[config.mk]
export PLATFORM = sky130hd
export DESIGN_NAME = des_ctrl_flat
export DESIGN_NICKNAME = d
export VERILOG_FILES = /design/src/rtl/des_pkg.sv /design/src/rtl/des_ctrl_if.sv /design/src/rtl/des_lat_cnt.sv /design/src/rtl/des_ctrl.sv /design/src/flat_wrapper.sv
export SDC_FILE = /design/constraint.sdc
export NUM_CORES = 1
export LEC_CHECK = 0
export BUFFER_PORTS_ARGS = -buffer_cell sky130_fd_sc_hd__buf_2
export CORE_MARGIN = 8
export CORE_UTILIZATION = 30
export DETAILED_ROUTE_END_ITERATION = 12
export PLACE_DENSITY_LB_ADDON = 0.25
export SLEW_MARGIN = 20
export SYNTH_ARGS = -nofsm -noshare
export SYNTH_HDL_FRONTEND = slang
export SYNTH_HIERARCHICAL = 1
export SYNTH_SLANG_ARGS = --single-unit
[constraint.sdc]
create_clock -name clk -period 2.9 [get_ports clk]
set_input_delay 0.435 -clock clk [delete_from_list [all_inputs] [get_ports clk]]
set_output_delay 0.435 -clock clk [all_outputs]
set_load 0.01 [all_outputs]
[src/rtl/des_pkg.sv]
// Shared types and constants for the DES job controller and its helpers.
package des_pkg;

    localparam int ADDR_W = 6;
    localparam int DATA_W = 64;
    localparam int CNT_W  = 6;

    localparam logic ENC = 1'b0;
    localparam logic DEC = 1'b1;

    typedef enum logic [1:0] {
        IDLE  = 2'd0,
        FETCH = 2'd1,
        RUN   = 2'd2,
        RESP  = 2'd3
    } state_e;

endpackage

[src/rtl/des_ctrl_if.sv]
// Job request / result channel between a host and the DES controller.
interface des_ctrl_if;
    import des_pkg::*;

    // valid/ready: a transfer completes on a rising edge where both are high;
    // the sender holds valid and its payload stable until that edge.
    logic              req_valid;
    logic              req_ready;
    logic              req_mode;
    logic [ADDR_W-1:0] req_kaddr;
    logic [ADDR_W-1:0] req_maddr;

    logic              rsp_valid;
    logic              rsp_ready;
    logic [DATA_W-1:0] rsp_data;
    logic              rsp_mode;

    modport slave (
        input  req_valid, req_mode, req_kaddr, req_maddr, rsp_ready,
        output req_ready, rsp_valid, rsp_data, rsp_mode
    );

    modport master (
        output req_valid, req_mode, req_kaddr, req_maddr, rsp_ready,
        input  req_ready, rsp_valid, rsp_data, rsp_mode
    );

endinterface

[src/rtl/des_lat_cnt.sv]
// Loadable down-counter; done_o marks the last cycle of a loaded phase.
module des_lat_cnt
    import des_pkg::*;
(
    input  logic             clk,
    input  logic             rst_n,
    input  logic             load_i,
    input  logic [CNT_W-1:0] load_val_i,
    output logic             done_o
);

    logic [CNT_W-1:0] cnt_q, cnt_d;

    always_comb begin
        cnt_d = cnt_q;
        if (load_i) begin
            cnt_d = load_val_i;
        end else if (cnt_q != '0) begin
            cnt_d = cnt_q - CNT_W'(1);
        end
    end

    always_ff @(posedge clk or negedge rst_n) begin
        if (!rst_n) begin
            cnt_q <= '0;
        end else begin
            cnt_q <= cnt_d;
        end
    end

    // A phase loaded with N stays in that phase for N cycles, the last one flagged.
    assign done_o = (cnt_q == CNT_W'(1));

endmodule

[src/rtl/des_ctrl.sv]
// DES job controller: fetch key/message, launch the core, return the result.
// Optional DES_CTRL_PERF_EN adds a 16-bit completed-job counter on job_cnt.
module des_ctrl
    import des_pkg::*;
#(
    parameter int unsigned MEM_LAT  = 1,
    parameter int unsigned CORE_LAT = 17
)
(
    input  logic              clk,
    input  logic              rst_n,
    des_ctrl_if.slave         host,
    output logic              mem_en,
    output logic [ADDR_W-1:0] mem_add0,
    output logic [ADDR_W-1:0] mem_add1,
    output logic              core_start,
    input  logic [DATA_W-1:0] enc_data,
    input  logic [DATA_W-1:0] dec_data,
    output logic              busy,
    output state_e            dbg_state_o
`ifdef DES_CTRL_PERF_EN
    ,
    output logic [15:0]       job_cnt
`endif
);

    state_e            state_q, state_d;
    logic              mode_q, mode_d;
    logic [ADDR_W-1:0] kaddr_q, kaddr_d;
    logic [ADDR_W-1:0] maddr_q, maddr_d;
    logic [DATA_W-1:0] rsp_data_q, rsp_data_d;
    logic              start_q, start_d;

    logic              cnt_load;
    logic [CNT_W-1:0]  cnt_val;
    logic              cnt_done;

    // One counter serves both timed phases: loaded with MEM_LAT on accept,
    // reloaded with CORE_LAT on the FETCH->RUN transition.
    des_lat_cnt u_lat_cnt (
        .clk        (clk),
        .rst_n      (rst_n),
        .load_i     (cnt_load),
        .load_val_i (cnt_val),
        .done_o     (cnt_done)
    );

    always_comb begin
        state_d    = state_q;
        mode_d     = mode_q;
        kaddr_d    = kaddr_q;
        maddr_d    = maddr_q;
        rsp_data_d = rsp_data_q;
        start_d    = 1'b0;
        cnt_load   = 1'b0;
        cnt_val    = '0;
        unique case (state_q)
            IDLE: begin
                if (host.req_valid) begin
                    mode_d   = host.req_mode;
                    kaddr_d  = host.req_kaddr;
                    maddr_d  = host.req_maddr;
                    cnt_load = 1'b1;
                    cnt_val  = CNT_W'(MEM_LAT);
                    state_d  = FETCH;
                end
            end
            FETCH: begin
                if (cnt_done) begin
                    cnt_load = 1'b1;
                    cnt_val  = CNT_W'(CORE_LAT);
                    start_d  = 1'b1;
                    state_d  = RUN;
                end
            end
            RUN: begin
                if (cnt_done) begin
                    rsp_data_d = (mode_q == DEC) ? dec_data : enc_data;
                    state_d    = RESP;
                end
            end
            RESP: begin
                if (host.rsp_ready) begin
                    state_d = IDLE;
                end
            end
            default: state_d = IDLE;
        endcase
    end

    always_ff @(posedge clk or negedge rst_n) begin
        if (!rst_n) begin
            state_q    <= IDLE;
            mode_q     <= ENC;
            kaddr_q    <= '0;
            maddr_q    <= '0;
            rsp_data_q <= '0;
            start_q    <= 1'b0;
        end else begin
            state_q    <= state_d;
            mode_q     <= mode_d;
            kaddr_q    <= kaddr_d;
            maddr_q    <= maddr_d;
            rsp_data_q <= rsp_data_d;
            start_q    <= start_d;
        end
    end

    assign host.req_ready = (state_q == IDLE);
    assign host.rsp_valid = (state_q == RESP);
    assign host.rsp_data  = rsp_data_q;
    assign host.rsp_mode  = mode_q;

    assign mem_en      = (state_q == FETCH);
    assign mem_add0    = mem_en ? kaddr_q : '0;
    assign mem_add1    = mem_en ? maddr_q : '0;
    assign core_start  = start_q;
    assign busy        = (state_q != IDLE);
    assign dbg_state_o = state_q;

`ifdef DES_CTRL_PERF_EN
    logic [15:0] job_cnt_q;

    always_ff @(posedge clk or negedge rst_n) begin
        if (!rst_n) begin
            job_cnt_q <= '0;
        end else if ((state_q == RESP) && host.rsp_ready) begin
            job_cnt_q <= job_cnt_q + 16'd1;
        end
    end

    assign job_cnt = job_cnt_q;
`endif

endmodule

[src/flat_wrapper.sv]
// flat-port wrapper written by rule: the top's interface ports become plain ports
module des_ctrl_flat import des_pkg::*;
#(
    parameter int unsigned MEM_LAT  = 1,
    parameter int unsigned CORE_LAT = 17
)
  (clk, rst_n, mem_en, mem_add0, mem_add1, core_start, enc_data, dec_data, busy, dbg_state_o, host_req_valid, host_req_mode, host_req_kaddr, host_req_maddr, host_rsp_ready, host_req_ready, host_rsp_valid, host_rsp_data, host_rsp_mode);
  des_ctrl_if host_i ();
  input  logic clk;
  input  logic rst_n;
  output logic mem_en;
  output logic [ADDR_W-1:0] mem_add0;
  output logic [ADDR_W-1:0] mem_add1;
  output logic core_start;
  input  logic [DATA_W-1:0] enc_data;
  input  logic [DATA_W-1:0] dec_data;
  output logic busy;
  output state_e dbg_state_o;
  input wire logic [$bits(host_i.req_valid)-1:0] host_req_valid;
  input wire logic [$bits(host_i.req_mode)-1:0] host_req_mode;
  input wire logic [$bits(host_i.req_kaddr)-1:0] host_req_kaddr;
  input wire logic [$bits(host_i.req_maddr)-1:0] host_req_maddr;
  input wire logic [$bits(host_i.rsp_ready)-1:0] host_rsp_ready;
  output wire logic [$bits(host_i.req_ready)-1:0] host_req_ready;
  output wire logic [$bits(host_i.rsp_valid)-1:0] host_rsp_valid;
  output wire logic [$bits(host_i.rsp_data)-1:0] host_rsp_data;
  output wire logic [$bits(host_i.rsp_mode)-1:0] host_rsp_mode;
  assign host_i.req_valid = host_req_valid;
  assign host_i.req_mode = host_req_mode;
  assign host_i.req_kaddr = host_req_kaddr;
  assign host_i.req_maddr = host_req_maddr;
  assign host_i.rsp_ready = host_rsp_ready;
  assign host_req_ready = host_i.req_ready;
  assign host_rsp_valid = host_i.rsp_valid;
  assign host_rsp_data = host_i.rsp_data;
  assign host_rsp_mode = host_i.rsp_mode;
  des_ctrl #(.MEM_LAT(MEM_LAT), .CORE_LAT(CORE_LAT)) u_core (.clk(clk), .rst_n(rst_n), .host(host_i), .mem_en(mem_en), .mem_add0(mem_add0), .mem_add1(mem_add1), .core_start(core_start), .enc_data(enc_data), .dec_data(dec_data), .busy(busy), .dbg_state_o(dbg_state_o));
endmodule
==> metrics <==
synth unique cells=33; share of cells above drive strength 1=a little over two fifths; initial antenna violation count=0; H-tree Lvls=3; Post-Route WL=11.69 mm; max_cap viols=0; Post-DP Area=between 5000 and 6000 um2; Async S/R FF share, synth=100.0%; Required @ worst endpoint=approximately 3.2 ns; row cnt=43; ANT nets after route=0; CP Cell Sequence=or3_1 > nor3b_1 > and2_4 > buf_4 > nor2_1 > a21oi_1; # fillers=~1,400; endpoints failing setup=0; Area Overhead vs Synth=36.81%; drt drc=0; Worst path max stage delay=just under 0.5 ns; Multi-input gate area=around 1900 um2; GRT Resource Usage Total=approximately 13%; grt total ovfl=0; largest net degree at the start of global routing=71; Ports=roughly 230; CP max FO=58; worst skew pair latency=about 0.34 ns; Clock Tree Buf Depth=2; Layout Utilization=41.84%; chip width=around 130 um; first-pass GRT wire length=roughly 19 mm; initial cell density of the core=about 31%; hold buffer count at CTS=0; Most Crowded Layer GR=met2; Placed Cells=slightly below 800; core area=13,880 um2; GRT met3 Usage=4.903%; Slew headroom=between 60% and 70%; CTS clk-pin slew, worst paths=~0.06 ns; non-filler instance count after layout=794; initial DRC count=between 150 and 200; final hold vios=0; GRT met2 Usage=a little under a quarter; hold crit path type=input port to asynchronous set/reset pin; TritonCTS buffer count=9; Post-CTS Setup Inserts=0; Avg Synthesized Cell Area=between 10 and 15 um2; Critical Path Slowest Stage Cell=or3_1; startpoint types=register; Port Buffers=roughly 230; routed vias=around 3,600; P per Cell Area=876.8 nW/um2; TritonCTS clock tree=done; P_leak=~2.8 nW; EDFF count, synth=0; RSZ-0062 raised after global routing=false; maximum vdd drop=0.6692 mV; Routed wire per std cell=roughly 15 um; Synth Warn #=6; sequential area share after synthesis=50.69%; DP Wirelength=9.352 mm; CP Capture Type=register; post-synthesis cell count=slightly below 400; register area=about 2200 um2; Slew Limit Fails=0; Design Area, Final=5808 um2; Tcrit/Tclk final=between 80% and 90%; Die Y=about 130 um; status=finished clean; Yosys top cell by area=dfrtp_1; Cell Area, Synth=4245 um2; Synth Flop Type=dfrtp_1; number of global-route vias before repair=between 3,000 and 4,000; CTS root buffer=clkbuf_16; Synth Register Bits=86; FF-to-FF path depth=6; top cell type's share of synthesized area=50.69%; fin nets=roughly 760; die footprint=about 18,000 um2; CP Class=register to register; via-per-instance ratio=4.479; setup TNS=0 ns; # clock sinks=86; FMAX=roughly 0.41 GHz; Worst Max-Slew Pin Slew=a little under 0.6 ns; n_diodes=0; met1 Track Usage GR=a little over an eighth; fin crit period=around 2.5 ns; Clock Skews=~0.0039 ns; Synth area leaders=dfrtp_1, mux2i_1, nor2_1, a21oi_1, buf_6; RePlAce Congestion=approximately 0.8; First-pass DRT Iterations=4; Arr. time, crit path=between 2 and 3 ns; CTS resizes=0
==> final cells by class <==
cell class              count  share of cell area [%]
clock buffers              11                   4.179
flip-flops and latches     86                   37.12
well taps                 180                   3.878
inverters                   8                  0.5170
multi-input cells         271                   31.93
clock inverters             5                   1.400
repair buffers            233                   20.98
==> logic make-up (layout without fill, tap and decap cells) <==
family          count (synthesis)  in the layout  synth area share [%]
fa+ha+maj                       8              8                 2.358
flops                          86             86                 50.69
xor+xnor                        1              1                0.2063
simple gates                  101            101                 10.58
compound gates                 79             79                 11.32
buf+inv                        33            257                 5.954
mux                            78             78                 18.80
other cells                     1              4               0.08833
==> flip-flops by register name, summed over array words and instances (netlist names) <==
name / flops
u_core/core_start: 1
u_core/dbg_state_o: 2
u_core/host.rsp_data: 64
u_core/host.rsp_mode: 1
u_core/kaddr_q: 6
u_core/maddr_q: 6
u_core/u_lat_cnt/cnt_q: 6
==> Yosys cell counts (2+ instances only) <==
cell type / instances
o21ai_0: 2
a21oi_1: 51
a21oi_2: 15
buf_4: 5
nor2_1: 69
mux2_1: 13
nor2b_1: 2
nand2_1: 5
buf_6: 14
inv_1: 8
buf_2: 4
nor3b_1: 2
nor3_1: 3
clkbuf_1: 2
nand2b_1: 4
dfrtp_1: 86
ha_1: 8
and2_1: 13
mux2i_1: 64
o21a_1: 2
o31ai_1: 3
==> critical path: cells and delay by family (launching register included) <==
family,cells,cell delay [ns]
DFF,1,0.42
AOI/OAI and AO/OA,1,0.15
buffers and inverters,1,0.47
and+or+nand+nor,4,1.30
==> stage by stage <==
stage                     worst slack [ns]  power [mW]  hold WS (ns)
after global routing                0.1508       5.485        0.1111
after floorplan                     0.7915       3.256        0.1394
final                               0.4373       5.093       0.07856
after detailed placement            0.4571       3.924        0.4592
after CTS                           0.4445       5.209       0.08664
after global placement              0.5759       3.864        0.4454
==> report_power, final <==
part | leakage [nW] | internal, mW | switching [mW]
Sequential | 0.874 | 1.57 | 0.270
Clock | 0.156 | 0.779 | 0.460
Combinational | 1.73 | 0.962 | 1.05
==> cell usage in the layout, fill, tap and decap left out, drive strengths merged, types with 2 or more instances in the layout <==
cell    instances
mux2           14
o21a            2
nor3b           2
bufinv          2
and2           13
mux2i          64
nor3            3
ha              8
dfrtp          86
nor2b           2
nand2           6
o21ai           2
clkbuf         11
inv             9
buf           233
conb            4
a21oi          66
nand2b          4
o31ai           3
nor2           69
==> metal layers <==
metal  part of all wire (%)  wire length (um)  vias up
met5                      0                 0        -
met2                     51              5974      127
met1                     38              4498     1658
met3                    9.1              1061       11
met4                    1.3               156        0
li1                       -                 -     1760
==> worst paths after layout <==
check / from / endpoint / slack (ns)
max: u_core/u_lat_cnt/cnt_q[3]$_DFFE_PN0P_ / u_core/host.rsp_data[29]$_DFFE_PN0P_ / 0.44
min: rst_n / u_core/host.rsp_data[35]$_DFFE_PN0P_ / 0.08
max reg2reg: u_core/u_lat_cnt/cnt_q[3]$_DFFE_PN0P_ / u_core/host.rsp_data[29]$_DFFE_PN0P_ / 0.44
min reg2reg: u_core/kaddr_q[5]$_DFFE_PN0P_ / u_core/kaddr_q[5]$_DFFE_PN0P_ / 0.49
max in group asynchronous: rst_n / u_core/kaddr_q[2]$_DFFE_PN0P_ / 2.18
min in group clk: host_req_kaddr[4] / u_core/kaddr_q[4]$_DFFE_PN0P_ / 0.31
(Power assumes the default switching activity.)
